`src/rtl/series_ctrl.sv`:
```
// Sequencing FSM for the Q8.8 series-evaluation datapath: init, N_TERMS multiply/accumulate
// iterations, term-counter flush back to zero, then a done pulse with the latched compare flag.
module series_ctrl #(
  parameter int N_TERMS   = 16,
  parameter bit ALTERNATE = 1'b1
) (
  input  logic clk,
  input  logic rst,
  input  logic start,
  input  logic gt,
  input  logic lsb_counter,
  output logic counter_en,
  output logic sel_1,
  output logic sel_2,
  output logic sel_x,
  output logic sel_t,
  output logic load_x,
  output logic load_m,
  output logic load_t,
  output logic mode,
  output logic busy,
  output logic done,
  output logic result_gt
);

  typedef enum logic [2:0] {
    IDLE, INIT, FIRST, ACC, MULX, MULC, FLUSH, DONE
  } state_t;

  localparam logic [3:0] LAST_TERM  = 4'(N_TERMS - 1);
  // The flush pads the datapath counter from N_TERMS up to its wrap at 16.
  localparam logic [3:0] LAST_FLUSH = 4'(15 - N_TERMS);
  localparam bit         HAS_FLUSH  = (N_TERMS < 16);

  state_t     state, next_state;
  logic [3:0] term_cnt;
  logic [3:0] flush_cnt;

  // NOTE: sequential state uses non-blocking assignments only, so every
  // register samples the pre-edge values regardless of process order.
  always_ff @(posedge clk or posedge rst) begin
    if (rst) begin
      state     <= IDLE;
      term_cnt  <= '0;
      flush_cnt <= '0;
      result_gt <= 1'b0;
    end else begin
      state <= next_state;
      if (state == ACC)
        term_cnt <= term_cnt + 4'd1;
      if (state == FLUSH)
        flush_cnt <= (flush_cnt == LAST_FLUSH) ? 4'd0 : flush_cnt + 4'd1;
      if (state == DONE) begin
        term_cnt  <= '0;
        result_gt <= gt;
      end
    end
  end

  // NOTE: every output and next_state gets a default before the case, so no
  // path through this block can infer a latch.
  always_comb begin
    next_state = state;
    counter_en = 1'b0;
    sel_1      = 1'b0;
    sel_2      = 1'b0;
    sel_x      = 1'b0;
    sel_t      = 1'b0;
    load_x     = 1'b0;
    load_m     = 1'b0;
    load_t     = 1'b0;
    mode       = 1'b0;
    busy       = 1'b0;
    done       = 1'b0;
    unique case (state)
      IDLE: if (start) next_state = INIT;
      INIT: begin
        busy       = 1'b1;
        load_x     = 1'b1;
        load_t     = 1'b1;
        next_state = FIRST;
      end
      FIRST: begin
        busy       = 1'b1;
        sel_2      = 1'b1;
        load_m     = 1'b1;
        next_state = ACC;
      end
      ACC: begin
        busy       = 1'b1;
        sel_t      = 1'b1;
        load_t     = 1'b1;
        counter_en = 1'b1;
        mode       = ALTERNATE & lsb_counter;
        if (term_cnt == LAST_TERM)
          next_state = HAS_FLUSH ? FLUSH : DONE;
        else
          next_state = MULX;
      end
      MULX: begin
        busy       = 1'b1;
        sel_1      = 1'b1;
        load_m     = 1'b1;
        next_state = MULC;
      end
      MULC: begin
        busy       = 1'b1;
        sel_1      = 1'b1;
        sel_2      = 1'b1;
        load_m     = 1'b1;
        next_state = ACC;
      end
      FLUSH: begin
        busy       = 1'b1;
        counter_en = 1'b1;
        if (flush_cnt == LAST_FLUSH) next_state = DONE;
      end
      DONE: begin
        done       = 1'b1;
        next_state = IDLE;
      end
      default: next_state = IDLE;
    endcase
  end

endmodule

```
`config.mk`:
```
export PLATFORM = sky130hd
export DESIGN_NAME = series_ctrl
export DESIGN_NICKNAME = d
export VERILOG_FILES = /design/src/rtl/series_ctrl.sv
export SDC_FILE = /design/constraint.sdc
export NUM_CORES = 1
export LEC_CHECK = 0
export CELL_PAD_IN_SITES_DETAIL_PLACEMENT = 1
export CELL_PAD_IN_SITES_GLOBAL_PLACEMENT = 1
export CORE_MARGIN = 1
export CORE_UTILIZATION = 35
export DETAILED_ROUTE_END_ITERATION = 6
export PLACE_DENSITY = 0.75
export SKIP_LAST_GASP = 1
export SLEW_MARGIN = 10
export SYNTH_ARGS = -nofsm -noshare
export SYNTH_HDL_FRONTEND = slang
export SYNTH_SLANG_ARGS = --single-unit
export TNS_END_PERCENT = 100
```
`constraint.sdc`:
```
create_clock -name clk -period 1.8 [get_ports clk]
set_clock_uncertainty 0.15 [all_clocks]
set_input_delay 0.27 -clock clk [delete_from_list [all_inputs] [get_ports clk]]
set_output_delay 0.27 -clock clk [all_outputs]
set_load 0.01 [all_outputs]
```
# After elaboration in Yosys (flattened, before gate mapping)
# Index checks and enable logic that the tools add are counted.
[classes] add_sub_neg=2 n_eq_ne=11 muxes=17 reduce_logical=9
[op_table] cell="3-bit one-hot mux with 7 select lines" n=1
[op_table] cell="3-bit == test, second input constant" n=4
[op_table] cell="4-bit 2-to-1 mux" n=3
[op_table] cell="1-bit 2-to-1 mux" n=10
[op_table] cell="4-bit by 1-bit adder with 4-bit output, second input constant" n=2
[op_table] cell="4-bit == test, second input constant" n=2
[op_table] cell="2-bit OR reduction" n=4
[op_table] cell="3-bit by 2-bit == test with 1-bit output, second input constant" n=2
[op_table] cell="3-bit 2-to-1 mux" n=2
[op_table] cell="6-bit OR reduction" n=1
[op_table] cell="3-bit by 1-bit == test with 1-bit output, second input constant" n=1
[op_table] cell="3-bit logical NOT" n=1
[op_table] cell="3-bit OR reduction" n=1
[op_table] cell="2-bit 2-to-1 mux" n=1
[op_table] cell="2-bit by 1-bit inequality test with 1-bit output, second input constant" n=1
[op_table] cell="2-bit inequality test, second input constant" n=1
[op_table] cell="2-bit AND reduction" n=1
[op_table] cell="2-bit nonzero test" n=1
[word_totals] reg_bits=12 out_inout_bits=12 elab_cells=43

# Logic depth before layout (Yosys ltp)
# Gate-level depths: netlist of the first run.
[logic_depth] depth_word=3 depth_mapped=8

# Least setup slack after synthesis of the first run
# OpenSTA, ideal clock, no wires.
[synth_timing] path_type="register -> output" startpoint="register state[1]" endpoint="output sel_2" arrival_time_ns=1.041 required_ns=1.380 path_slack_ns=0.339 stages_incl_launch_ff=4 path_buffers=1 path_cell_list="dfrtp_1 > buf_4 > nor2_1 > a22o_1"
[synth_between] elab_chain_cells=3
[synth_rtl] element="start, declared" line="35" source="state_t state, next_state;"
[synth_rtl] element="start signal, assigned" line="48" source="state <= next_state;"
[synth_rtl] element="3-bit == test / 3-bit by 2-bit == test with 1-bit output (equally long branches)" line="75" source="unique case (state)"
[synth_rtl] element="2-bit OR reduction (no source line) *"
[synth_rtl] element="1-bit 2-to-1 mux *" line="75"
[synth_rtl] element="end, declared" line="14" source="output logic sel_2,"
# Mark *: on every way between the ends. The rest lies on a longest branch, timed or not.

# Final worst setup path of the first run
[layout_timing] startpoint="register state[2]" endpoint="output sel_2"
# The elaborated chain is that of the path after synthesis.

==> reports/results.txt, run 1 <==
Slew HR: 0.656
Worst Slack Setup Final: 0.00375 ns
Nets@finish: 116
Gate Count Post-Synth: 74
Critical Path RT: 1.38 ns
Maximum buffer depth of the clock tree: 2
CP Class: reg -> out
Placed insts: 123
Root buf cell: clkbuf_4
Outcome: completed
Die Area: 0.00213 mm²
HPWL Detailed: 1320 µm
Mean Syn Cell Area: 9.20 µm²
Min Hold Slack: 0.167 ns
Post-Syn Nets: 81
Vias per cell: 5.04
Warning count from the yosys run: 0
Final setup fails: 0
CTS clk-pin slew, worst paths: 0.09 ns
# IOs: 17
Post-route setup TNS: 0 ns
Synthesized cell area: 681 µm²
Post-route insts no fill: 133
Fin. Hold Viols: 0
GP Congestion: 0.763
LEAKAGE: 0.517 nW
Clock sink total: 12
Fin. max-slew vios: 0
Number of max-cap violations: 0
Core area: 0.00178 mm²
Crit path capture type: output port
Global-route usage over all layers: 0.210
Yosys cell types: 34
First-pass GRT wire length: 3010 µm
Num CTS Buffers: 3
Syn-to-layout area delta: 50.2%
Std-Cell Rows: 15
Hold crit path type: in -> async
Layout cells sized above 1: 0.380
DP Worst Slack: -0.0862 ns
Post-DP Area: 926 µm²
RSZ-0062 raised after global routing: yes
First drt pass iteration count: 3
Die W: 46.1 µm
Slew of the pin with the lowest slew margin: 0.515 ns
Antenna-violating nets left: 0
Total gr overflow: 0
PD cells: 1930 mW/mm²
CTS tree: yes
Skew-Pair Late Insertion Delay: 0.28 ns
# H-tree levels: 1
Hold-fix buffers, CTS: 0
Crit path arrival time: 1.38 ns
Max FO, Critical Path: 3
Number of global-route vias before repair: 659
Port buffer count: 15
N_diodes: 0
Fmax: 0.557 GHz
Min cycle time layout: 1.80 ns
Design Area, Final: 0.00102 mm²
DRC violations left: 0
Routed wire length: 2060 µm
Initial antenna violation count: 0
Sequential-to-total area share from yosys stat: 0.441
Die Y: 46.1 µm
Flop and latch count out of synthesis: 12
Startpoint Class: register
DRT iter0 DRCs: 14
DR WL/cell: 15.5 µm
Total power draw: 1.97 mW
Util after Layout: 0.573
Initial Utilization: 0.382
Largest net degree at the start of global routing: 13
Period Utilization, post-route: 0.998
Via Count: 670
Maximum vdd drop: 0.000902 V
## cell usage after synthesis (all sizes together)
library cell / instances / area [µm²]
conb: 1 / 3.75
a21boi: 1 / 7.51
a311oi: 1 / 8.76
buf: 4 / 33.8
xnor2: 1 / 8.76
and3b: 1 / 8.76
nand3b: 1 / 20.0
mux2: 1 / 11.3
a41oi: 1 / 8.76
nand4: 2 / 12.5
nor3: 2 / 10.0
a21oi: 1 / 5.00
nor2: 8 / 32.5
dfrtp: 12 / 300
nor2b: 1 / 6.26
inv: 4 / 20.0
o21ai: 8 / 40.0
and2: 1 / 6.26
nand2: 14 / 65.1
a21o: 1 / 7.51
a22o: 1 / 8.76
nand3: 1 / 5.00
o31ai: 1 / 7.51
ha: 2 / 25.0
a31oi: 1 / 6.26
clkinv: 1 / 5.00
nand2b: 1 / 6.26
## flip-flops by register name (all words and copies together), names as in the netlist
| register | cells |
|---|---|
| state | 3 |
| flush_cnt | 4 |
| term_cnt | 4 |
| result_gt | 1 |
## where the power goes
part	internal [mW]	leakage (nW)	switching [mW]
Combinational	0.613	0.346	0.599
Clock	0.123	0.0210	0.103
Sequential	0.390	0.150	0.141
## path summary, 6_finish.rpt
| kind | depth (start not counted) | to | startpoint | slack [ns] |
|---|---|---|---|---|
| setup / recovery | 5 | sel_2 | state[2]$_DFFE_PP0P_ | 0.004 |
| hold / removal | 2 | term_cnt[0]$_DFFE_PP0P_ | rst | 0.17 |
| setup reg to reg | 5 | flush_cnt[3]$_DFFE_PP0N_ | state[0]$_DFFE_PP0P_ | 0.33 |
| hold reg to reg | 1 | flush_cnt[3]$_DFFE_PP0N_ | flush_cnt[3]$_DFFE_PP0N_ | 0.34 |
| max in group asynchronous | 2 | state[2]$_DFFE_PP0P_ | rst | 0.96 |
| min in group clk | 1 | flush_cnt[3]$_DFFE_PP0N_ | flush_cnt[3]$_DFFE_PP0N_ | 0.34 |
## routing by layer
metal | vias up | global-route usage | wire length (µm)
met1 | 333 | 0.247 | 845
met4 | 0 | 0.0882 | 39
li1 | 315 | - | -
met3 | 4 | 0.0510 | 78
met5 | - | 0 | 0
met2 | 18 | 0.361 | 1100
## layout by cell type (no fill, tap or decap), types with 3 or more instances in the layout
| cell type | instances |
|---|---|
| buf_2 | 5 |
| dfrtp_1 | 10 |
| o21ai_1 | 3 |
| clkbuf_4 | 3 |
| dlygate4sd2_1 | 4 |
| buf_4 | 16 |
| o21ai_0 | 5 |
| nand2_1 | 11 |
| clkdlybuf4s50_1 | 5 |
| nor2_1 | 5 |
| buf_6 | 3 |
## area by class of cell
cell class,instances,area [µm²]
fillers,209,761
inverters,5,25.0
multi-input cells,53,353
flip-flops and latches,12,303
clock buffers,4,36.3
well taps,25,31.3
repair buffers,34,274
## worst max-delay path, stage by stage, from the launching register on
cell,delay [ns]
dfrtp_2,0.44
buf_6,0.13
buf_4,0.14
nor2_4,0.11
a22o_1,0.15
buf_2,0.12
## logic make-up (layout without fill, tap and decap cells)
group,after synthesis,after routing,share of synthesized area
adder cells (fa/ha/maj),2,2,0.0368
AO/OA/AOI/OAI,16,16,0.147
other,1,1,0.00551
multiplexers,1,1,0.0165
AND/OR/NAND/NOR,32,32,0.254
buffers and inverters,9,43,0.0864
flip-flops,12,12,0.441
XOR/XNOR,1,1,0.0129
## timing repair
action	4_1_cts	5_1_grt
endpoints found under the setup margin	10	7
buffers inserted	6	2
resized for setup	30	12
pin swaps	2	6
Note: power is estimated with default switching activity, not from simulation.
==> run 2, diff against run 1 <==
Settings changed: ABC_AREA set to 0, SLEW_MARGIN 10 to 30.
==> results of run 2 <==
Same layout as run 1: the final DEF is identical, and so are final timing and power.
